**src/rtl/quad_decoder.sv**
```systemverilog
// Quadrature (A/B) encoder decoder.
// Each encoder line passes through a synchroniser and then a run-length filter.
// The filtered Gray-code state is decoded into a one-cycle step pulse, a
// direction flag and a wrap-around position count. An illegal two-bit jump
// sets a sticky error flag.
//
// Output timing: step is high for exactly one clock on each valid transition.
// dir and pos update on that same edge. There is no back-pressure, so a
// consumer must sample step on every clock.
module quad_decoder #(
  parameter int WIDTH       = 4,
  parameter int SYNC_STAGES = 2,
  parameter int FILT_LEN    = 3
) (
  input  logic             clk,
  input  logic             rst,
  input  logic             a_in,
  input  logic             b_in,
  input  logic             clr,
  input  logic             err_clr,
  output logic             step,
  output logic             dir,
  output logic [WIDTH-1:0] pos,
  output logic             err
);

  // The counter only has to reach FILT_LEN-1. It wraps back to 0 when the
  // filtered line accepts the new value.
  localparam int CW = (FILT_LEN > 1) ? $clog2(FILT_LEN) : 1;
  localparam logic [CW-1:0] CNT_LAST = CW'(FILT_LEN - 1);

  logic [SYNC_STAGES-1:0] sync_a_q, sync_b_q;
  logic [1:0]             sync_s;   // {sb, sa}
  logic [1:0]             filt_q;   // {fb, fa}
  logic [1:0]             filt_d;
  logic [CW-1:0]          cnt_q [2];
  logic [CW-1:0]          cnt_d [2];
  logic [1:0]             prv_q;

  logic             step_q, step_d;
  logic             dir_q, dir_d;
  logic [WIDTH-1:0] pos_q, pos_d;
  logic             err_q, err_d;
  logic             is_up, is_dn, is_bad;

  // Shift the asynchronous lines through the synchroniser chains.
  always_ff @(posedge clk) begin
    if (rst) begin
      sync_a_q <= '0;
      sync_b_q <= '0;
    end else begin
      sync_a_q <= {sync_a_q[SYNC_STAGES-2:0], a_in};
      sync_b_q <= {sync_b_q[SYNC_STAGES-2:0], b_in};
    end
  end

  assign sync_s = {sync_b_q[SYNC_STAGES-1], sync_a_q[SYNC_STAGES-1]};

  // A filtered line changes only after FILT_LEN consecutive mismatching samples.
  always_comb begin
    filt_d = filt_q;
    for (int ch = 0; ch < 2; ch++) begin
      cnt_d[ch] = '0;
      if (sync_s[ch] != filt_q[ch]) begin
        if (cnt_q[ch] == CNT_LAST) begin
          filt_d[ch] = sync_s[ch];
          cnt_d[ch]  = '0;
        end else begin
          cnt_d[ch] = cnt_q[ch] + 1'b1;
        end
      end
    end
  end

  // Register the filter state. Reset discards any partial mismatch run.
  always_ff @(posedge clk) begin
    if (rst) begin
      filt_q   <= 2'b00;
      cnt_q[0] <= '0;
      cnt_q[1] <= '0;
    end else begin
      filt_q   <= filt_d;
      cnt_q[0] <= cnt_d[0];
      cnt_q[1] <= cnt_d[1];
    end
  end

  // Classify prv -> cur. The up sequence is 00->01->11->10->00.
  always_comb begin
    is_up  = ((prv_q == 2'b00) && (filt_q == 2'b01)) ||
             ((prv_q == 2'b01) && (filt_q == 2'b11)) ||
             ((prv_q == 2'b11) && (filt_q == 2'b10)) ||
             ((prv_q == 2'b10) && (filt_q == 2'b00));
    is_dn  = ((prv_q == 2'b01) && (filt_q == 2'b00)) ||
             ((prv_q == 2'b11) && (filt_q == 2'b01)) ||
             ((prv_q == 2'b10) && (filt_q == 2'b11)) ||
             ((prv_q == 2'b00) && (filt_q == 2'b10));
    is_bad = ((prv_q ^ filt_q) == 2'b11);

    step_d = is_up | is_dn;
    dir_d  = dir_q;
    if (is_up)      dir_d = 1'b1;
    else if (is_dn) dir_d = 1'b0;

    // clr takes priority over a step in the same cycle.
    pos_d = pos_q;
    if (clr)        pos_d = '0;
    else if (is_up) pos_d = pos_q + WIDTH'(1);
    else if (is_dn) pos_d = pos_q - WIDTH'(1);

    // A fresh illegal jump beats err_clr in the same cycle.
    err_d = err_q;
    if (is_bad)       err_d = 1'b1;
    else if (err_clr) err_d = 1'b0;
  end

  // Register the decoder state. prv always follows cur, so an illegal jump
  // resynchronises the decoder on the new state.
  always_ff @(posedge clk) begin
    if (rst) begin
      prv_q  <= 2'b00;
      step_q <= 1'b0;
      dir_q  <= 1'b1;
      pos_q  <= '0;
      err_q  <= 1'b0;
    end else begin
      prv_q  <= filt_q;
      step_q <= step_d;
      dir_q  <= dir_d;
      pos_q  <= pos_d;
      err_q  <= err_d;
    end
  end

  assign step = step_q;
  assign dir  = dir_q;
  assign pos  = pos_q;
  assign err  = err_q;

endmodule

```
**config.mk**
```make
export PLATFORM = sky130hd
export DESIGN_NAME = quad_decoder
export DESIGN_NICKNAME = d
export VERILOG_FILES = /design/src/rtl/quad_decoder.sv
export SDC_FILE = /design/constraint.sdc
export NUM_CORES = 1
export LEC_CHECK = 0
export CORE_MARGIN = 4
export CORE_UTILIZATION = 49
export CTS_CLUSTER_DIAMETER = 30
export CTS_CLUSTER_SIZE = 28
export DETAILED_ROUTE_END_ITERATION = 6
export PLACE_DENSITY = 0.76
export SLEW_MARGIN = 20
export SYNTH_ARGS = -nofsm -noshare
export SYNTH_HDL_FRONTEND = slang
export SYNTH_SLANG_ARGS = --single-unit
```
**constraint.sdc**
```tcl
create_clock -name clk -period 4.1 [get_ports clk]
set_input_delay 1.23 -clock clk [delete_from_list [all_inputs] [get_ports clk]]
set_output_delay 1.23 -clock clk [all_outputs]
set_load 0.02 [all_outputs]
```
---- Yosys cells after proc, flatten, opt, wreduce, memory -nomap -nowiden ----
Memory sizes are Yosys's and may differ from the RTL's.
Index checks and enable logic that the tools add are counted.
storage, ports and cells
  register bits ........................... 15
  bits in writable memories ............... 4
  output and inout bits ................... 7
  word-level logic and storage cells ...... 64
  memories kept ........................... 1
memories
  memory  depth  bits a word  rd ports  clocked after Yosys merged registers in  write ports  line  text
  cnt_q   2      2            2         0                                        2            36    logic [CW-1:0] cnt_q [2];
operators by class
  add/subtract/negate cells ............... 4
  eq/ne operators ......................... 11
  muxes and demuxes ....................... 13
  bitwise logic cells ..................... 4
  reduce and logical (&&, ||, !) cells .... 22
operators with widths
  kind                   count
  $eq A2 B2 Y1 const B   7
  $mux W2                6
  $logic_and A1 B1 Y1    8
  $mux W4                2
  $logic_or A1 B1 Y1     6
  $mux W1                5
  $add A2 B1 Y2 const B  2
  $add A4 B1 Y4 const B  1
  $eq A2 B1 Y1 const B   2
  $logic_not A2 Y1       2
  $reduce_and A2 Y1      2
  $reduce_bool A2 Y1     2
  $reduce_or A2 Y1       2
  $sub A4 B1 Y4 const B  1
  $or A1 B1 Y1           3
  $ne A1 B1 Y1           2
  $xor A2 B2 Y2          1

---- Logic depth before layout (Yosys ltp) ----
  word-level depth ........................ 7
  mapped depth ............................ 9
  gate-level depth less buffers ........... 8

---- Worst setup path before layout ----
OpenSTA, ideal clock, no wires.
  path type ............................... in2reg
  start point ............................. input rst
  end point ............................... register pos_q[2], in the netlist pos[2]
  arrival time ............................ 1.909 ns
  required time ........................... 4.040 ns
  slack ................................... 2.131 ns
  cell stages on the path ................. 4
  buffers on the path ..................... 0
  cells stage by stage .................... nor2_1 -> o211ai_1 -> o221ai_2 -> a311o_1
between the ends
  word-level cells in the longest chain between the ends .. 1
RTL lines
  element                            line  text
  start, declared                    16    input logic rst,
  $reduce_or A2 Y1 (no source line)  --
  end signal, assigned               130   pos_q <= pos_d;
  end, declared                      42    logic [WIDTH-1:0] pos_q, pos_d;
Every way passes these cells.
A chain may end at the register's enable or synchronous reset.

---- Worst setup path in the final report ----
  start point ............................. register pos_q[2], in the netlist pos[2]
  end point ............................... output pos[2]
RTL lines
  element        line  text
  end, declared  23    output logic [WIDTH-1:0] pos,
No word-level cell between the ends.

==> results.cfg <==
[status]
status = completed

[critical_path]
worst-r2r-setup-slack_ns = 2.09
crit_path_max_fanout = 8
cp_top_family = buffers and inverters
crit_slowest_cell = clkdlybuf4s50_1
required_ns = 2.87
cp_cell_sequence = clkdlybuf4s50_1
r2r_start = filt_q[1]$_SDFFE_PP0P_
path_class = flop to output port
rr_endpoint = pos[2]$_SDFFE_PP0P_
cp-end-kind = output port
path_buf_inv = 1
max_stage_delay_ns = 0.65
start_kind = flop
reg2reg_depth = 7
cp.arrival_ns = 1.42

[layout]
final_cell_mix = 19 x dfxtp_1, 12 x clkdlybuf4s50_1, 11 x nor2_1
final_common_cell = dfxtp_1
final_util_pct = 63.7
multi_input_area_sq_um = 428
diodes = 0
drive_above_1_share_pct = 9.18
seq_area_sq_um = 380
areaGrowthSynthToFinish_pct = 18.0
nets = 108
fill_cells = 130

[pwr]
power_uw = 292
p_per_area_nw_per_um2 = 294
vdd_ir_drop_max_uv = 203
p_leak_uw = 0.000399

[cts]
htree_levels = 1
cts_resized = 0
clk_pin_slew_ns = 0.10
post_cts_buffers = 0
cts_buffers = 3
tritoncts = yes
worstSkewPairLatency_ns = 0.29
hold_buffers = 0
cts-root-buf = clkbuf_4
clock_sinks = 19
max-clock-path-buffers = 2

[global_routing]
grt_max_degree = 16
gr-usage-all-layers_pct = 13.7
grt.overflow.total = 0
grt_pass1_wl_microns = 2560
antenna_found_initial = 0
grt_pass1_vias = 586

[synth]
syn_area_per_cell_sq_um = 10.0
yosysSeqAreaShare_pct = 45.2
yosys_warnings = 0
synthTopCellsByArea = dfxtp_1 45%, nor2b_1 7.4%, xnor2_1 5.2%, nor2_1 4.9%, ha_1 4.5%
synth_edf_count = 0
synth_largest_area_cell = dfxtp_1
synth_nets = 93
syn_area_sq_um = 842
netlist-cell-type-count = 28
synth_top_area_share_pct = 45.2
syn-instance-count = 84
ys_ff_latch = 19
ys.flop_type = dfxtp_1
synthArstFlopShare_pct = 0

[die]
ios = 13
row_count = 14
coreArea_sq_um = 1560
chipHeight_microns = 49.5
initial_core_util_pct = 54.0
fp.dieArea_sq_um = 2450
die_w_microns = 49.5

[placed_design]
place.gp.congestion = 0.784
io_buffers = 12
pre_cts_ws_ns = 1.39
hpwl_microns = 1060

[sta]
min_period_ns = 2.65
fin_crit_sh_pct = 64.5
worstMarginPinSlew_ns = 0.369
fin_ws_ns = 1.45
slew_viol_final = 0
fmax_mhz = 378
finalSetupViolCount = 0
finClkSkew_ns = 0.00421
rsz0062_at_grt = false
hold_viol = 0
relSlewSlack_pct = 75.3
hold-worst-slack_ns = 0.415
finalSetupTns_ns = 0

[route]
ant_nets = 0
detail_route.wl_per_cell_microns = 11.9
drtIter0Drc = 2
dr_total_vias = 610
viasPerCell = 5.35
wl_microns = 1350
drt_pass1_iterations = 2
drc = 0

[worst_hold_path]
hold-path-endpoint = cnt_q[0][0]$_SDFF_PP0_
whs_path_depth = 1
hp-start = cnt_q[0][0]$_SDFF_PP0_
hold_class = flop to flop

[flow_run]
drv_cap = 0
## routing by layer
| metal | up-vias | wire, microns | track usage [%] |
|---|---|---|---|
| li1 | 309 | - | - |
| met1 | 290 | 583 | 15.6 |
| met2 | 9 | 707 | 23.4 |
| met3 | 2 | 47 | 3.61 |
| met4 | 0 | 16 | 6.91 |
| met5 | - | 0 | 0 |
## logic make-up (layout without fill, tap and decap cells)
group | count (synthesis) | count (layout) | share of synthesized area, %
DFF | 19 | 19 | 45.2
muxes | 3 | 3 | 3.57
xor gates and xnor gates | 11 | 11 | 14.1
AOI/OAI and AO/OA | 6 | 6 | 5.94
and+or+nand+nor | 36 | 36 | 22.7
buffers and inverters | 6 | 20 | 4.01
adders and majority gates | 3 | 3 | 4.46
## flip-flops by register name, indices dropped and copies added (netlist names)
register and flops:
prv_q 2, err 1, pos 4, filt_q 2
dir 1, sync_b_q 2, sync_a_q 2, cnt_q 4
step 1
## synth_stat cells, types with 2 or more instances
| cell | number |
|---|---|
| xnor2_1 | 5 |
| nand2_1 | 2 |
| or3_1 | 3 |
| xor2_1 | 3 |
| dfxtp_1 | 19 |
| ha_1 | 3 |
| nor2_1 | 11 |
| nor3_1 | 4 |
| xnor2_2 | 2 |
| mux2i_1 | 3 |
| inv_1 | 3 |
| nor2b_1 | 10 |
## power by group
part	total (uW)	leakage [uW]	switching, uW	internal, uW
clock network	91.5	0.0000150	53.7	37.8
logic	12.5	0.000230	5.00	7.46
registers	188	0.000154	1.13	187
## per-stage QoR
step | std cells | area [sq um]
after global placement | 110 | 967
final | 114 | 993
after floorplan | 84 | 842
after global routing | 114 | 993
after detailed placement | 110 | 967
after CTS | 114 | 993
## final cells by class
cell class | instances | area share, %
Clock buffer | 4 | 2.64
Inverter | 3 | 1.13
Multi-Input combinational cell | 59 | 43.1
Sequential cell | 19 | 38.3
Tap cell | 16 | 2.02
Timing Repair Buffer | 13 | 12.8
## worst max path at each step
stage                        startpoint             endpoint  slack [ns]  cells after the start
floorplan                           rst  pos[2]$_SDFFE_PP0P_        2.13                      4
detailed placement                  rst  pos[2]$_SDFFE_PP0P_        1.39                      6
CTS                 pos[2]$_SDFFE_PP0P_               pos[2]        1.44                      1
finish              pos[2]$_SDFFE_PP0P_               pos[2]        1.45                      1
global placement                    rst  pos[2]$_SDFFE_PP0P_        1.42                      6
global route        pos[1]$_SDFFE_PP0P_               pos[1]        1.38                      1
No activity file was read; power rests on OpenSTA's default activity.
